### src/rtl/generate_serializer.sv
// Parallel-to-serial transmitter: loads a BITS-wide word over valid/ready, emits it LSB first with a last flag.
// Define GENERATE_SERIALIZER_ASSERT_EN to compile in the immediate-assertion checkers p0..p3.
module generate_serializer #(
  parameter int BITS = 4
) (
  input  logic            clk,
  input  logic            rst,
  input  logic            load_valid,
  output logic            load_ready,
  input  logic [BITS-1:0] data,
  output logic            tx_valid,
  input  logic            tx_ready,
  output logic            tx_bit,
  output logic            tx_last
);

  localparam int IW = (BITS > 1) ? $clog2(BITS) : 1;
  localparam logic [IW-1:0] LAST_IDX = IW'(BITS - 1);

  typedef enum logic {
    IDLE  = 1'b0,
    SHIFT = 1'b1
  } state_t;

  // FSM state and bit index kept together so checkers can bind to one struct.
  typedef struct packed {
    state_t          state;
    logic [IW-1:0]   idx;
  } fsm_t;

  fsm_t            fsm_q;
  logic [BITS-1:0] word_q;
  logic [IW-1:0]   idx_next;
  logic            load_fire;

  // Handshakes: a transfer happens on a rising edge where valid && ready are both high.
  // load_ready and tx_valid are registered and mutually exclusive.
  assign load_fire = load_valid && load_ready;
  assign idx_next  = fsm_q.idx + IW'(1);

  for (genvar i = 0; i < BITS; i = i + 1) begin : slice
    logic bit_q;
    always_ff @(posedge clk) begin
      if (rst) begin
        bit_q <= 1'b0;
      end else if (load_fire) begin
        bit_q <= data[i];
      end
    end
    assign word_q[i] = bit_q;
  end

  always_ff @(posedge clk) begin
    if (rst) begin
      fsm_q.state <= IDLE;
      fsm_q.idx   <= '0;
      load_ready  <= 1'b1;
      tx_valid    <= 1'b0;
      tx_bit      <= 1'b0;
      tx_last     <= 1'b0;
    end else begin
      case (fsm_q.state)
        IDLE: begin
          if (load_valid) begin
            fsm_q.state <= SHIFT;
            fsm_q.idx   <= '0;
            load_ready  <= 1'b0;
            tx_valid    <= 1'b1;
            // Slices capture on this same edge, so bit 0 comes straight from the input.
            tx_bit      <= data[0];
            tx_last     <= 1'b0;
          end
        end
        SHIFT: begin
          if (tx_ready) begin
            if (fsm_q.idx == LAST_IDX) begin
              fsm_q.state <= IDLE;
              fsm_q.idx   <= '0;
              load_ready  <= 1'b1;
              tx_valid    <= 1'b0;
              tx_bit      <= 1'b0;
              tx_last     <= 1'b0;
            end else begin
              fsm_q.idx   <= idx_next;
              tx_bit      <= word_q[idx_next];
              tx_last     <= (idx_next == LAST_IDX);
            end
          end
        end
        default: begin
          fsm_q.state <= IDLE;
          fsm_q.idx   <= '0;
          load_ready  <= 1'b1;
          tx_valid    <= 1'b0;
          tx_bit      <= 1'b0;
          tx_last     <= 1'b0;
        end
      endcase
    end
  end

`ifdef GENERATE_SERIALIZER_ASSERT_EN
  always @(posedge clk) begin
    if (!rst) begin
      p0: assert (!(tx_valid && load_ready))
        else $error("p0: tx_valid and load_ready both high");
      p1: assert (!tx_last || tx_valid)
        else $error("p1: tx_last without tx_valid");
      p2: assert (fsm_q.idx <= LAST_IDX)
        else $error("p2: idx out of range");
      if (fsm_q.state == SHIFT) begin
        p3: assert (tx_bit == word_q[fsm_q.idx])
          else $error("p3: tx_bit does not match selected slice");
      end
    end
  end
`endif

endmodule
### config.mk
export PLATFORM = sky130hd
export DESIGN_NAME = generate_serializer
export DESIGN_NICKNAME = d
export VERILOG_FILES = /design/src/rtl/generate_serializer.sv
export SDC_FILE = /design/constraint.sdc
export NUM_CORES = 1
export LEC_CHECK = 0
export BUFFER_PORTS_ARGS = -buffer_cell sky130_fd_sc_hd__buf_2
export CORE_AREA = 2 2 39 41
export DETAILED_ROUTE_END_ITERATION = 7
export DIE_AREA = 0 0 41 43
export PLACE_DENSITY = 0.6
export RECOVER_POWER = 25
export SYNTH_ARGS = -nofsm -noshare
export SYNTH_HDL_FRONTEND = slang
export SYNTH_SLANG_ARGS = --single-unit
### constraint.sdc
create_clock -name clk -period 3.3 [get_ports clk]
set_input_delay 0.99 -clock clk [delete_from_list [all_inputs] [get_ports clk]]
set_output_delay 0.99 -clock clk [all_outputs]
set_load 0.03 [all_outputs]
==> metrics.md, run 1 <==
| Metric | Value |
|---|---|
| Outcome | complete, no violations |
| Slew Viols, Final | 0 |
| Synthesis-to-layout area growth | 14.81% |
| Initial core utilization | 37.25% |
| MaxCap Viol Count | 0 |
| Worst EP required | 2310 ps |
| Hold path depth | 2 |
| Final Hold Vio Count | 0 |
| Layout Skew | 4.539 ps |
| Count of buffer and inverter cells on the critical path | 1 |
| CP max stage delay | 450 ps |
| Post-Syn Instances | 59 |
| Worst vdd ir | between 0.00015 and 0.0002 V |
| Worst path top cell family by delay | flip-flops |
| Clk Latency, worst-skew pair | 270 ps |
| Global Route met1 Usage | roughly 20% |
| Fmax | 514.0 MHz |
| H-Tree Depth | 1 |
| HPWL after detailed placement | between 700 and 800 microns |
| Drt wl/cell | 12.24 microns |
| Via-to-Cell Ratio | 5.186 |
| I/O Pins | 12 |
| Critical-path top delay cell | dfxtp_1 |
| Routed WL | 1053 microns |
| Grt met2 use | 18.75% |
| RSZ-0062 raised after global routing | false |
| Nets | 81 |
| Cells taking the most area after synthesis | dfxtp_1, a21oi_1, nand3_1, nand2_1, ha_1 |
| Pwr Density | 477.7 nW/um^2 |
| First-pass GRT wire length | 1711 microns |
| Met3 usage | 3.665% |
| Hold endpoint | slice[1].bit_q |
| CTS tree | done |
| Critical R2R Capture | tx_bit |
| Gpl congestion | 0.8060 |
| Post-CTS Setup Bufs | 0 |
| Row cnt | 14 |
| Reg clk slew, reported paths | 70 ps |
| Mapped Nets | 69 |
| Final period util | 58.96% |
| DRT iter0 DRCs | 6 |
| Root buffer selected by CTS | clkbuf_4 |
| Synthesis Warnings | 0 |
| Worst slew margin | 70.49% |
| CP max FO | 7 |
| Worst Hold Class | flip-flop to flip-flop |
| R2r setup slk | 1740 ps |
| Busiest grt layer | met1 |
| P_leak | 0.2428 nW |
| Hold Buf Count CTS | 0 |
| Largest net degree at the start of global routing | 16 |
| Post-cts sizing count | 0 |
| Worst Setup End Kind | output port |
| Fill count | 157 |
| Yosys top cell area share | 42.72% |
| Largest area contributor in the netlist | dfxtp_1 |
| Worst Path Arrival | 960 ps |
| Pwr Total | 0.2827 mW |
| CP Cell Sequence | buf_2 |
| DR DRC count | 0 |
| Post-synthesis register bit count | 11 |
| Worst R2R Path Depth | 5 |
| Register area share after synthesis | between 40% and 50% |
| Gr ovfl total | 0 |
| Clk sinks | 11 |
| Reg-to-Reg Start | fsm_q[0] |
| Layout cell share with drive strength beyond 1 | between 20% and 30% |
| CP Launch Type | flip-flop |
| Vias in the first global route | roughly 410 |
| Vias | roughly 450 |
| Die width | 41 microns |
| Final-report setup violation count | 0 |
| Die footprint | 1763 sq um |
| Post-synth design cell area | about 520 sq um |
| CTS max path bufs | 2 |
| Die height | ~43 microns |
| CTS buffer count | 3 |
| Initial antenna violation count | 0 |
| Hold Crit Start | slice[1].bit_q |
| Minimum clock period | 1946 ps |
| Total global-route track usage | 14.40% |
| Setup CP Type | flip-flop to output port |
| Slew @ Worst Pin | around 440 ps |
| Sum of negative setup slack | 0 ps |
| PortBufs | 11 |
| ANT cells | 0 |
| Mapped Avg Cell Area | 8.737 sq um |
| Netlist cell types | 24 |
| Pre-antenna DRT Iters | 2 |
| Post-route ant nets | 0 |
| Core footprint | about 1400 sq um |
==> cells in the mapped netlist <==
library cell / number
or3b_1: 1
a21oi_1: 8
nor3b_1: 1
a311oi_1: 2
nand2_1: 7
a211oi_1: 1
a31oi_1: 1
buf_4: 2
nand2b_1: 1
clkbuf_1: 1
inv_1: 1
mux2_1: 1
nand4b_1: 2
dfxtp_1: 11
and2b_1: 1
nor2_1: 3
o21bai_1: 1
ha_1: 2
buf_2: 1
o21ai_0: 1
xor2_1: 1
mux2_2: 1
o211ai_1: 1
nand3_1: 7
==> cells by family (layout without fill, tap and decap cells) <==
group | count (synthesis) | in the layout | share of synthesized area [%]
AND/OR/NAND/NOR | 23 | 23 | 23.30
AO/OA/AOI/OAI | 15 | 15 | 17.72
flip-flops | 11 | 11 | 42.72
XOR/XNOR | 1 | 1 | 1.699
multiplexers | 2 | 2 | 4.369
adder cells (fa/ha/maj) | 2 | 2 | 4.854
buffers and inverters | 5 | 16 | 5.337
==> layout make-up <==
| type | count | area (sq um) | area share [%] |
|---|---|---|---|
| well taps | 16 | 20.02 | 3.383 |
| clock buffers | 4 | 26.28 | 4.440 |
| flip-flops and latches | 11 | 220.2 | 37.21 |
| repair buffers | 11 | 53.80 | 9.091 |
| multi-input cells | 43 | 267.8 | 45.24 |
| inverters | 1 | 3.754 | 0.6342 |
==> flip-flops by register name, indices dropped and copies added, names as in the netlist <==
| signal | count |
|---|---|
| tx_valid | 1 |
| load_ready | 1 |
| tx_last | 1 |
| slice.bit_q | 4 |
| fsm_q | 3 |
| tx_bit | 1 |
==> layout by cell type (no fill, tap or decap) <==
| cell type | Yosys | layout |
|---|---|---|
| mux2_2 | 1 | 1 |
| clkbuf_4 | 0 | 3 |
| dfxtp_1 | 11 | 11 |
| or3b_1 | 1 | 1 |
| buf_2 | 1 | 10 |
| o21ai_0 | 1 | 1 |
| o21bai_1 | 1 | 1 |
| a31oi_1 | 1 | 1 |
| clkbuf_1 | 1 | 2 |
| o211ai_1 | 1 | 1 |
| nand2b_1 | 1 | 1 |
| xor2_1 | 1 | 1 |
| and2b_1 | 1 | 1 |
| mux2_1 | 1 | 1 |
| a311oi_1 | 2 | 2 |
| inv_1 | 1 | 1 |
| nand4b_1 | 2 | 2 |
| a211oi_1 | 1 | 1 |
| a21oi_1 | 8 | 8 |
| nor2_1 | 3 | 3 |
| nand2_1 | 7 | 7 |
| nand3_1 | 7 | 7 |
| nor3b_1 | 1 | 1 |
| ha_1 | 2 | 2 |
==> power breakdown <==
group	internal [mW]	switching (mW)
clock	0.0467	0.0464
sequential	0.141	0.00881
combinational	0.0163	0.0237
==> worst register-to-register path, delay by kind of cell, from the launching register on <==
family | cells | cell delay, ps
flip-flops | 1 | 410
adder cells (fa/ha/maj) | 1 | 350
AO/OA/AOI/OAI | 1 | 300
multiplexers | 1 | 220
buffers and inverters | 1 | 90
AND/OR/NAND/NOR | 1 | 90
==> layer usage <==
| metal | part of all wire [%] | up-vias |
|---|---|---|
| li1 | - | 235 |
| met3 | 3.7 | 2 |
| met2 | 44 | 6 |
| met5 | 0 | - |
| met1 | 52 | 203 |
| met4 | 0.85 | 0 |
==> through the flow <==
step	std cells	hold slack [ps]	utilization, %	setup slack [ps]	instance area [sq um]
global placement	82	444.4	40.96	1553	566.8
finish	86	462.5	42.77	1354	591.8
detailed placement	82	452.0	40.96	1458	566.8
global route	86	480.5	42.77	1305	591.8
CTS	86	462.4	42.86	1336	593.1
floorplan	59	432.2	-	1608	515.5
==> how the worst max path moves through the flow <==
stage	endpoint	startpoint	slack (ps)	depth (start not counted)
final	load_ready	load_ready	1350	1
after global routing	load_ready	load_ready	1310	1
after CTS	load_ready	load_ready	1340	1
after detailed placement	tx_bit	load_valid	1460	4
after global placement	tx_bit	load_valid	1550	4
after floorplan	tx_bit	load_valid	1610	4
Power figures use the tool's default switching activity.
==> run 2, diff against run 1 <==
--- a/config.mk
+++ b/config.mk
@@ -5,11 +5,12 @@
 export SDC_FILE = /design/constraint.sdc
 export NUM_CORES = 1
 export LEC_CHECK = 0
+export ABC_AREA = 1
 export BUFFER_PORTS_ARGS = -buffer_cell sky130_fd_sc_hd__buf_2
 export CORE_AREA = 2 2 39 41
 export DETAILED_ROUTE_END_ITERATION = 7
 export DIE_AREA = 0 0 41 43
-export PLACE_DENSITY = 0.6
+export PLACE_DENSITY = 0.58
 export RECOVER_POWER = 25
 export SYNTH_ARGS = -nofsm -noshare
 export SYNTH_HDL_FRONTEND = slang
==> constraint.sdc (replaced) <==
create_clock -name clk -period 1.6 [get_ports clk]
set_input_delay 0.48 -clock clk [delete_from_list [all_inputs] [get_ports clk]]
set_output_delay 0.48 -clock clk [all_outputs]
set_load 0.03 [all_outputs]
==> run 2 against run 1 <==
Compared with the run above:
- register-to-register slack worse by 1400 ps
- non-clock buffer count unchanged
- clock-buffer cell count unchanged
- design area fell by 4.0%
- critical path type unchanged
==> metrics.md, run 2 <==
| Metric | Value |
|---|---|
| Outcome | complete, no violations |
| Post-route ant nets | 0 (unchanged) |
| Synthesis Warnings | 0 (unchanged) |
| Place WS | 372.7 ps (-1085 ps) |
| Worst path top cell family by delay | flip-flops |
| Mapped Avg Cell Area | 7.408 sq um (-15%) |
| Slew @ Worst Pin | 232.8 ps (-209.2 ps) |
| Register area share after synthesis | 47.18% (+4.5 points) |
| Vias | 431 (-3.4%) |
| Most common cell in the netlist | nand2_1 |
| CTS max path bufs | 2 (unchanged) |
| Final-report setup violation count | 0 (unchanged) |
| Post-Syn Instances | 63 (+6.8%) |
| Die footprint | 1763 sq um (unchanged) |
| CTS tree | done |
| Clk sinks | 11 (unchanged) |
| Mapped Nets | 73 (+5.8%) |
| Slew Viols, Final | 0 (unchanged) |
| CP max FO | 3 (-4) |
| Most frequent cells in the layout | nand2_1, dfxtp_1, buf_2, a21oi_1, inv_1 |
| Yosys top cell area share | 47.18% (+4.5 points) |
| Root buffer selected by CTS | clkbuf_4 |
| Layout cell share with drive strength beyond 1 | 23.08% (+3.1 points) |
| Worst vdd ir | 0.0004488 V (+140%) |
| HPWL after detailed placement | 710.6 microns (-6.3%) |
| Clk Latency, worst-skew pair | 270 ps (about the same) |
| Initial antenna violation count | 0 (unchanged) |
| Largest net degree at the start of global routing | 9 (-7) |
| Total global-route track usage | 13.64% (-0.76 points) |
| Largest registers | slice.bit_q (4), fsm_q (3) |
| Final period util | 81.59% |
| Core footprint | 1384 sq um (unchanged) |
| Reg clk slew, reported paths | 70 ps (about the same) |
| Worst R2R Path Depth | 7 (+2) |
| I/O Pins | 12 (unchanged) |
| Post-synth top cells | nand2_1, dfxtp_1, a21oi_1, inv_1, o21ai_0 |
| P_leak | 0.2824 nW (+16%) |
| Final Hold Vio Count | 0 (unchanged) |
| CTS buffer count | 3 (unchanged) |
| Fmax | 766.0 MHz |
| H-Tree Depth | 1 (unchanged) |
| Synthesis-to-layout area growth | 21.72% |
| EDFF count, synth | 0 (unchanged) |
| PortBufs | 11 (unchanged) |
| Minimum clock period | 1305 ps |
| CP Launch Type | flip-flop |
| Layout Skew | 1.059 ps (-3.479 ps) |
| Post-cts sizing count | 0 (unchanged) |
| Worst setup margin | 294.6 ps (-1060 ps) |
| Worst EP required | 1120 ps (-1190 ps) |
| Initial core utilization | 33.73% (-3.5 points) |
| Nets | 89 (+9.9%) |
| Largest register FFs | 4 (unchanged) |
| DR DRC count | 0 (unchanged) |
| Vias in the first global route | 399 (-2.4%) |
| Die height | 43 microns (unchanged) |
| Drt wl/cell | 9.894 microns (-19%) |
| Setup CP Type | flip-flop to output port |
| CP Cell Sequence | buf_2 |
| Routed WL | 930 microns (-12%) |
| Commonest non-fill, non-tap cell in the layout | nand2_1 |
| Total stage count of the critical path | 1 (unchanged) |
| Via-to-Cell Ratio | 4.585 (-12%) |
| Row cnt | 14 (unchanged) |
| MaxCap Viol Count | 0 (unchanged) |
| Netlist cell types | 12 (-50%) |
| Count of buffer and inverter cells on the critical path | 1 (unchanged) |
| Largest area contributor in the netlist | dfxtp_1 |
| Hold path depth | 2 (unchanged) |
| Ys async rst share | 0% (unchanged) |
| Min Hold Slack | 419.9 ps (-42.62 ps) |
| Critical-path top delay cell | dfxtp_1 |
| Worst Path Arrival | 830 ps (-130 ps) |
| Post-CTS Setup Bufs | 0 (unchanged) |
| ANT cells | 0 (unchanged) |
| Hold Buf Count CTS | 0 (unchanged) |
| Pre-antenna DRT Iters | 4 (+2) |
| DRT iter0 DRCs | 12 (+6) |
| RSZ-0062 raised after global routing | false |
| Post-synthesis register bit count | 11 (unchanged) |
| Sum of negative setup slack | 0 ps (unchanged) |
| Worst Hold Class | input pin to flip-flop |
| Pwr Density | 1047 nW/um^2 (+120%) |
| Register with the most flip-flops | slice.bit_q |
| Worst Setup End Kind | output port |
| Gr ovfl total | 0 (unchanged) |
| Gpl congestion | 0.8483 (+5.2%) |
| First-pass GRT wire length | 1538 microns (-10%) |
| Worst slew margin | 84.38% (+14 points) |
| Post-synth design cell area | 466.7 sq um (-9.5%) |
| Cells taking the most area after synthesis | dfxtp_1, nand2_1, a21oi_1, o21ai_0, inv_1 |
| Main synth FF type | dfxtp_1 |
| CP max stage delay | 350 ps (-100 ps) |
| Die width | 41 microns (unchanged) |
-- run 2: changes by cell type after synthesis, moves of 5 or more --
cell and delta:
nand2_1 +9, o21ai_0 +6, nand3_1 -5, inv_1 +7
-- run 2: kinds of logic after synthesis --
| kind of cell | count (synthesis) | share of synthesized area, % |
|---|---|---|
| simple gates | 21 | 18.50 |
| compound gates | 19 | 20.91 |
| flops | 11 | 47.18 |
| buf+inv | 10 | 8.044 |
| fa+ha+maj | 2 | 5.361 |
-- run 2: cell type report --
class | count | area (sq um)
clock buffer | 4 | 26.28
fill | 137 | 815.8
inverter | 10 | 37.54
multi-input combinational | 42 | 209.0
sequential | 11 | 220.2
tap | 16 | 20.02
timing repair buffer | 11 | 55.05
-- run 2: worst paths after layout --
path	slack (ps)	start	end
setup / recovery	290	load_ready	load_ready
hold / removal	420	rst	tx_valid
setup reg to reg	360	fsm_q[0]	tx_bit
hold reg to reg	450	slice[3].bit_q	slice[3].bit_q
-- run 2: where the power goes --
| group | internal [mW] | switching [mW] | leakage, nW |
|---|---|---|---|
| clock network | 0.0967 | 0.0940 | 0.0150 |
| logic | 0.0335 | 0.0636 | 0.177 |
| registers | 0.295 | 0.0119 | 0.0908 |
-- run 2: through the flow --
stage / power (mW) / cells / util [%] / cell area (sq um)
floorplan: 0.3786 / 63 / - / 466.7
global placement: 0.4083 / 90 / 39.15 / 541.8
detailed placement: 0.4099 / 90 / 39.15 / 541.8
CTS: 0.6028 / 94 / 41.05 / 568.0
global route: 0.6357 / 94 / 41.05 / 568.0
finish: 0.5945 / 94 / 41.05 / 568.0
-- run 2: per-layer routing --
metal	track usage [%]	wire length, microns	share of wire (%)
met1	17.05	454	49
met4	14.00	41	4.4
met2	17.50	393	42
met3	3.141	41	4.4
met5	0	0	0
==> run 3, diff against run 2 <==
==> constraint.sdc (replaced) <==
create_clock -name clk -period 1.15 [get_ports clk]
set_input_delay 0.345 -clock clk [delete_from_list [all_inputs] [get_ports clk]]
set_output_delay 0.345 -clock clk [all_outputs]
set_load 0.03 [all_outputs]
==> run 3 against run 2 <==
Compared with the run above:
- clock-buffer cell count unchanged
- sequential share of layout area down 3.8 points
- design area up 11%
- routed wire length up 11%
- sequential power up 39%
- largest power group unchanged
- sequential cell count unchanged
- via count up 5.6%
- global-route usage up 1.0 points
- register-to-register slack worse by 320 ps
- combinational power up 74%
- clock power up 38%
==> metrics.md, run 3 (synthesized netlist as in run 2, its figures left out) <==
| Metric | Value |
|---|---|
| Outcome | complete, no violations |
| Fill count | 138 (+0.73%) |
| Worst slew margin | 85.13% (+0.75 points) |
| Worst EP required | 810 ps (-310 ps) |
| Final period util | 97.65% |
| Die width | 41 microns (unchanged) |
| I/O Pins | 12 (unchanged) |
| First-pass GRT wire length | 1628 microns (+5.9%) |
| MaxCap Viol Count | 0 (unchanged) |
| DRT iter0 DRCs | 10 (-2) |
| Core footprint | 1384 sq um (unchanged) |
| Count of buffer and inverter cells on the critical path | 1 (unchanged) |
| Routed WL | 1035 microns (+11%) |
| Critical R2R Capture | tx_bit |
| Slew @ Worst Pin | 220.7 ps (-12.07 ps) |
| Clk Latency, worst-skew pair | 260 ps (about the same) |
| Most frequent cells in the layout | nand2_1, dfxtp_1, a21oi_1 |
| Post-route ant nets | 0 (unchanged) |
| HPWL after detailed placement | 741.6 microns (+4.4%) |
| CP max FO | 2 (-1) |
| Minimum clock period | approximately 1100 ps |
| Commonest non-fill, non-tap cell in the layout | nand2_1 |
| Total stage count of the critical path | 1 (unchanged) |
| Row cnt | 14 (unchanged) |
| CP Cell Sequence | clkbuf_4 |
| Setup CP Type | flip-flop to output port |
| Initial core utilization | 33.73% (unchanged) |
| Fin area | 633.1 sq um (+11%) |
| Final Hold Vio Count | 0 (unchanged) |
| CP Launch Type | flip-flop |
| Total global-route track usage | 14.66% (+1.0 points) |
| ANT cells | 0 (unchanged) |
| Clk sinks | 11 (unchanged) |
| Reg-to-Reg Start | fsm_q[0] |
| Layout cell share with drive strength beyond 1 | 32.93% (+9.8 points) |
| R2r setup slk | 40 ps (-320 ps) |
| Pre-antenna DRT Iters | 4 (unchanged) |
| CTS max path bufs | 2 (unchanged) |
| RSZ-0062 raised after global routing | true |
| Fmax | 890.5 MHz |
| Via-to-Cell Ratio | 4.643 (+1.3%) |
| Slew Viols, Final | 0 (unchanged) |
| Largest registers | slice.bit_q (4), fsm_q (3) |
| Reg clk slew, reported paths | 70 ps (about the same) |
| Busiest grt layer | met2 |
| Placed Instance Area | 564.3 sq um (+4.2%) |
| Nets | 93 (+4.5%) |
| Vias | 455 (+5.6%) |
| H-Tree Depth | 1 (unchanged) |
| Register with the most flip-flops | slice.bit_q |
| Initial antenna violation count | 0 (unchanged) |
| Layout Skew | 1.383 ps (+0.3238 ps) |
| CTS buffer count | 3 (unchanged) |
| Grt met2 use | 20.94% (+3.4 points) |
| Critical path destination | tx_valid |
| Gpl congestion | 0.8132 (-4.1%) |
| DR DRC count | 0 (unchanged) |
| Worst vdd ir | 0.0009571 V (+110%) |
| Drt wl/cell | 10.56 microns (+6.7%) |
| Worst path top cell family by delay | flip-flops |
| PortBufs | 11 (unchanged) |
| Met3 usage | 4.712% (+1.6 points) |
| Critical-path top delay cell | dfxtp_1 |
| Pwr Density | 1359 nW/um^2 (+30%) |
| P_leak | 0.3054 nW (+8.1%) |
| Largest register FFs | 4 (unchanged) |
| Vias in the first global route | 391 (-2.0%) |
| Gr ovfl total | 0 (unchanged) |
| Worst Setup SP | tx_valid |
| CTS tree | done |
| Worst R2R Path Depth | 6 (-1) |
| Root buffer selected by CTS | clkbuf_4 |
| CP max stage delay | 330 ps (-20 ps) |
| Final-report setup violation count | 0 (unchanged) |
| Global Route met1 Usage | 17.76% (+0.71 points) |
| Pwr Total | 0.8607 mW (+45%) |
| Worst Hold Class | input pin to flip-flop |
| Die footprint | 1763 sq um (unchanged) |
| Die height | 43 microns (unchanged) |
| Largest net degree at the start of global routing | 9 (unchanged) |
| Worst Path Arrival | 780 ps (-50 ps) |
| Worst Setup End Kind | output port |
| Synthesis-to-layout area growth | 35.66% |
run 3: cell count changes in the layout (fill, tap and decap cells not counted), sizes merged:
cell | previous run | this run
clkbuf | 4 | 5
buf | 11 | 14
run 3: area by class of cell:
cell class | count | area (sq um) | area share (%)
Clock buffer | 4 | 26.28 | 4.150
Timing Repair Buffer | 15 | 98.84 | 15.61
Tap cell | 16 | 20.02 | 3.162
Multi-Input combinational cell | 42 | 229.0 | 36.17
Sequential cell | 11 | 221.5 | 34.98
Inverter | 10 | 37.54 | 5.929
run 3: worst min path at each step:
stage	cells past startpoint	from	slack, ps	to
2_1_floorplan	1	rst	410	fsm_q[1]
3_3_place_gp	2	slice[2].bit_q	440	slice[2].bit_q
3_5_place_dp	2	slice[3].bit_q	450	slice[3].bit_q
4_1_cts	2	rst	290	fsm_q[2]
5_1_grt	2	rst	290	fsm_q[2]
6_report	2	rst	290	tx_last
run 3: stage by stage:
step	setup slack [ps]	cells	hold slack, ps	TNS [ps]	utilization (%)
after CTS	2.330	98	288.1	0	44.67
after global placement	34.70	93	444.4	0	40.78
after detailed placement	-46.94	93	452.7	-46.94	40.78
after floorplan	22.93	63	414.1	0	-
final	27.00	98	294.8	0	45.75
after global routing	-5.079	98	295.0	-9.894	45.75
run 3: repair_timing:
action	CTS	global route
hold endpoints to repair	0	0
pin swaps	0	3
gates resized for setup	4	9
buffers inserted	1	0
endpoints found under the setup margin	2	7
hold buffers	0	0
run 3: per-layer routing:
layer	wire length, microns	share of wire, %	vias to the layer above
met4	29	2.8	0
met3	48	4.6	4
met1	458	44	198
li1	-	-	240
met2	499	48	13
met5	0	0	-
run 3: power breakdown:
group | switching, mW | internal [mW] | total [mW]
Combinational | 0.0990 | 0.0702 | 0.169
Sequential | 0.0168 | 0.411 | 0.427
Clock | 0.130 | 0.134 | 0.264
